[src/rtl/hazard_stall_unit.sv]
// ============================================================================
// Module  : hazard_stall_unit
// Purpose : Load-use / ID-branch hazard stall, HALT drain sequencing and
//           saturating stall/cycle statistics beside the ID stage.
// Revision: 1.0 - initial release
// ============================================================================
`default_nettype none

module hazard_stall_unit #(
    parameter int DRAIN_CYCLES = 3,
    parameter int CNT_W        = 32
) (
    input  logic             i_clk,
    input  logic             i_reset,
    input  logic             i_enable,
    input  logic [4:0]       i_rs_ID,
    input  logic [4:0]       i_rt_ID,
    input  logic             i_uses_rt_ID,
    input  logic             i_branch_ID,
    input  logic             i_halt_ID,
    input  logic [4:0]       i_rd_EX,
    input  logic             i_regwrite_EX,
    input  logic             i_memread_EX,
    input  logic [4:0]       i_rd_MEM,
    input  logic             i_memread_MEM,
    output logic             o_pc_write,
    output logic             o_ifid_write,
    output logic             o_idex_bubble,
    output logic             o_halted,
    output logic [CNT_W-1:0] o_stall_cycles,
    output logic [CNT_W-1:0] o_cycle_count
);

    localparam int c_DRAIN_W = (DRAIN_CYCLES > 1) ? $clog2(DRAIN_CYCLES) : 1;

    typedef enum logic [1:0] {
        ST_RUN    = 2'd0,
        ST_DRAIN  = 2'd1,
        ST_HALTED = 2'd2
    } state_t;

    state_t                 r_state;
    logic [c_DRAIN_W-1:0]   r_drain_cnt;
    logic [CNT_W-1:0]       r_stall_cycles;
    logic [CNT_W-1:0]       r_cycle_count;
    logic                   r_halted;

    logic w_dep_ex;
    logic w_dep_mem;
    logic w_hz_lu;
    logic w_hz_bex;
    logic w_hz_bme;
    logic w_hazard;

    // Register 0 is hard-wired to zero, so a write to it never creates a dependency.
    assign w_dep_ex  = (i_rd_EX != 5'd0) &&
                       ((i_rs_ID == i_rd_EX) || (i_uses_rt_ID && (i_rt_ID == i_rd_EX)));
    assign w_dep_mem = (i_rd_MEM != 5'd0) &&
                       ((i_rs_ID == i_rd_MEM) || (i_uses_rt_ID && (i_rt_ID == i_rd_MEM)));

    assign w_hz_lu  = i_memread_EX && w_dep_ex;
    assign w_hz_bex = i_branch_ID && i_regwrite_EX && w_dep_ex;
    assign w_hz_bme = i_branch_ID && i_memread_MEM && w_dep_mem;
    assign w_hazard = w_hz_lu | w_hz_bex | w_hz_bme;

    always_comb begin
        o_pc_write    = 1'b0;
        o_ifid_write  = 1'b0;
        o_idex_bubble = 1'b0;
        if (i_enable) begin
            if (r_state == ST_RUN) begin
                o_pc_write    = ~w_hazard;
                o_ifid_write  = ~w_hazard;
                o_idex_bubble = w_hazard;
            end else begin
                // HALT is parked in IF/ID; keep feeding NOPs so it never re-issues.
                o_idex_bubble = 1'b1;
            end
        end
    end

    always_ff @(posedge i_clk) begin
        if (i_reset) begin
            r_state        <= ST_RUN;
            r_drain_cnt    <= '0;
            r_stall_cycles <= '0;
            r_cycle_count  <= '0;
            r_halted       <= 1'b0;
        end else if (i_enable) begin
            case (r_state)
                ST_RUN: begin
                    if (~&r_cycle_count) r_cycle_count <= r_cycle_count + CNT_W'(1);
                    if (w_hazard) begin
                        if (~&r_stall_cycles) r_stall_cycles <= r_stall_cycles + CNT_W'(1);
                    end else if (i_halt_ID) begin
                        r_state     <= ST_DRAIN;
                        r_drain_cnt <= c_DRAIN_W'(DRAIN_CYCLES - 1);
                    end
                end
                ST_DRAIN: begin
                    if (~&r_cycle_count) r_cycle_count <= r_cycle_count + CNT_W'(1);
                    if (r_drain_cnt == '0) begin
                        r_state  <= ST_HALTED;
                        r_halted <= 1'b1;
                    end else begin
                        r_drain_cnt <= r_drain_cnt - c_DRAIN_W'(1);
                    end
                end
                ST_HALTED: begin
                    r_state <= ST_HALTED;
                end
                default: begin
                    r_state  <= ST_RUN;
                    r_halted <= 1'b0;
                end
            endcase
        end
    end

    assign o_halted       = r_halted;
    assign o_stall_cycles = r_stall_cycles;
    assign o_cycle_count  = r_cycle_count;

endmodule

`default_nettype wire

[config.mk]
export PLATFORM = sky130hd
export DESIGN_NAME = hazard_stall_unit
export DESIGN_NICKNAME = d
export VERILOG_FILES = /design/src/rtl/hazard_stall_unit.sv
export SDC_FILE = /design/constraint.sdc
export NUM_CORES = 1
export LEC_CHECK = 0
export CAP_MARGIN = 15
export CORE_ASPECT_RATIO = 1.2
export CORE_MARGIN = 4
export CORE_UTILIZATION = 53
export CTS_CLUSTER_SIZE = 8
export DETAILED_ROUTE_END_ITERATION = 7
export PLACE_DENSITY = 0.86
export SLEW_MARGIN = 10
export SYNTH_ARGS = -nofsm -noshare
export SYNTH_HDL_FRONTEND = slang
export SYNTH_SLANG_ARGS = --single-unit
export TNS_END_PERCENT = 20
[constraint.sdc]
create_clock -name i_clk -period 4.6 [get_ports i_clk]
set_input_delay 0.69 -clock i_clk [delete_from_list [all_inputs] [get_ports i_clk]]
set_output_delay 0.69 -clock i_clk [all_outputs]
set_load 0.05 [all_outputs]
==> flow_metrics.tcl <==
set metrics [dict create \
    async_flop_share_pct 0 \
    placement_rows 33 \
    synth_area_leaders "dfxtp_1 36%, xor2_1 6.7%, nor2_1 5.7%" \
    insertion_delay_ns 0.33 \
    cp.required_ns 3.91 \
    seq_area_frac_synth_pct 36.4 \
    antennaDiodeCount 0 \
    hold_buffers 0 \
    hold_start "r_drain_cnt[1]" \
    finalHoldViolations 0 \
    synth_cells 457 \
    final.setup.tns_ns 0 \
    ys_ff_latch 69 \
    wl_per_cell_um 14.4 \
    gp_congestion 0.803 \
    htree_levels 3 \
    leakage_nw 1.66 \
    core_area_sq_um 6900 \
    powerDensity_nw_per_um2 237 \
    crit_type "in -> out" \
    hold_depth 2 \
    synth_most_common_cell "dfxtp_1" \
    area_growth_pct 30.4 \
    syn_area_per_cell_sq_um 8.30 \
    syn-cell-area_sq_um 3790 \
    crit_path_end_kind "output port" \
    r2r_start "r_state[0]" \
    dr.first_iter.drc_count 163 \
    ctsResizeCount 0 \
    critPathLaunchType "input port" \
    fmax_mhz 248 \
    arrival_ns 3.34 \
    finalClockSkew_ns 0.00954 \
    die_y_um 101 \
    synth_edf_count 0 \
    timing.hold.ws_ns 0.496 \
    grt_pass1_wl_um 15200 \
    antenna_found_initial 0 \
    fin_crit_sh_pct 87.5 \
    firstDrtPassIters 4 \
    routed_wirelength_um 9190 \
    setup_viol_count_final 0 \
    die_w_um 85.2 \
    drc 0 \
    min_to "r_drain_cnt[1]" \
    synth_common_cells "69 x dfxtp_1, 58 x nor2_1, 31 x nand2_1" \
    outcome "finished clean" \
    reg2regPathDepth 8 \
    grt_pass1_vias 3431 \
    synth_nets 492 \
    antenna_left 0 \
    cts_sinks 69 \
    n_fill_cell 543 \
    crit_path_max_fanout 16 \
    slew_violations 0 \
    dominantRegCellSynth "dfxtp_1" \
    yosysTopAreaCell "dfxtp_1" \
    ir_drop_mv 0.159 \
    groute.usage.overall_pct 21.3 \
    initial_utilization_pct 55.0 \
    hp-class "reg -> reg" \
    final_layout_size_suffix_gt1_share_pct 6.35 \
    clk_pin_slew_ns 0.07 \
    numCtsBuffers 9 \
    vias 3641 \
    fp.dieArea_sq_um 8580 \
    rsz0062_at_grt "no" \
    worst_pin_slew_ns 0.902 \
    hpwlAfterDp_um 6970 \
    cts_setup_buffers 0 \
    ys_warn_count 0 \
    fin_nets 581 \
    yosysUniqueCellTypes 49 \
    reg2reg_to "o_cycle_count[27]" \
    period_needed_ns 4.03 \
    buffer_ports.inserted 96 \
    r2r_setup_slack_ns 1.97 \
    clockBufferDepth 2 \
    io_pins 97 \
    cts-root-buf "clkbuf_8" \
    grt.overflow.total 0 \
    cts_tree "done" \
    cap_violations 0 \
    yosys.area.top_type_share_pct 36.4 \
    viasPerCell 5.71 \
    grt_max_degree 43 \
    slew_headroom_pct 39.5 \
]
==> flip-flops by register name, summed over array words and instances (netlist names) <==
| register | flops |
|---|---|
| o_stall_cycles | 32 |
| r_state | 2 |
| o_cycle_count | 32 |
| o_halted | 1 |
| r_drain_cnt | 2 |
==> through the flow <==
stage          utilization [%]  setup slack (ns)  total power, mW  cell area, sq um  cells
2_1_floorplan                -             0.896            0.720              3790    457
3_3_place_gp              69.5             0.667            0.774              4790    622
3_5_place_dp              69.5             0.557            0.779              4790    622
4_1_cts                   71.8             0.556             1.19              4950    638
5_1_grt                   71.8             0.469             1.22              4950    638
6_report                  71.8             0.573             1.17              4950    638
==> routing by layer <==
metal  track usage [%]  wire (um)
met4              7.55        174
met2              38.9       4740
met5                 0          0
met1              23.8       3810
met3              5.15        467
==> kinds of logic after synthesis <==
logic type,share of synthesized area [%]
DFF,36.4
AOI/OAI and AO/OA,10.4
adders and majority gates,1.98
muxes,2.87
buffers and inverters,3.50
xor gates and xnor gates,12.2
and+or+nand+nor,32.6
==> cell type report <==
cell class	instances	area, sq um	share of cell area (%)
Clock buffer	11	131	2.65
Inverter	13	48.8	0.986
Sequential cell	69	1380	27.9
Clock inverter	5	27.5	0.556
Tap cell	87	109	2.20
Multi-Input combinational cell	355	2280	46.1
Timing Repair Buffer	98	971	19.6
==> worst max-delay path by stage <==
stage / to / from / depth (start not counted)
2_1_floorplan: o_idex_bubble / i_rd_EX[2] / 6
3_3_place_gp: o_idex_bubble / i_rd_EX[2] / 7
3_5_place_dp: o_idex_bubble / i_rd_EX[2] / 7
4_1_cts: o_idex_bubble / i_rd_EX[2] / 7
5_1_grt: o_idex_bubble / i_rd_EX[2] / 7
6_report: o_idex_bubble / i_rd_EX[2] / 7
==> critical path, stage by stage <==
cell             delay [ns]
clkdlybuf4s50_1        0.47
xor2_1                 0.20
nor4_2                 0.29
a32oi_1                0.15
o32a_4                 0.49
a21boi_0               0.20
clkdlybuf4s50_1        0.83
==> power breakdown <==
part           total, mW  internal (mW)  leakage, nW  switching [mW]
clock network      0.409          0.192       0.0829           0.216
registers          0.611          0.604        0.556         0.00733
logic              0.154         0.0638         1.02          0.0903
==> placed cells by master, fill, tap and decap left out, types with 10 or more instances in the layout <==
| cell | count |
|---|---|
| clkdlybuf4s50_1 | 95 |
| dfxtp_1 | 69 |
| nor2_1 | 58 |
| nand2_1 | 31 |
| xor2_1 | 29 |
| xnor2_1 | 24 |
| a21oi_1 | 23 |
| nand3_1 | 23 |
| nor3_1 | 17 |
| nand4_1 | 15 |
| inv_1 | 13 |
| and3_1 | 13 |
| and4_1 | 10 |
| o21ai_0 | 10 |
No activity file was read; power rests on OpenSTA's default activity.
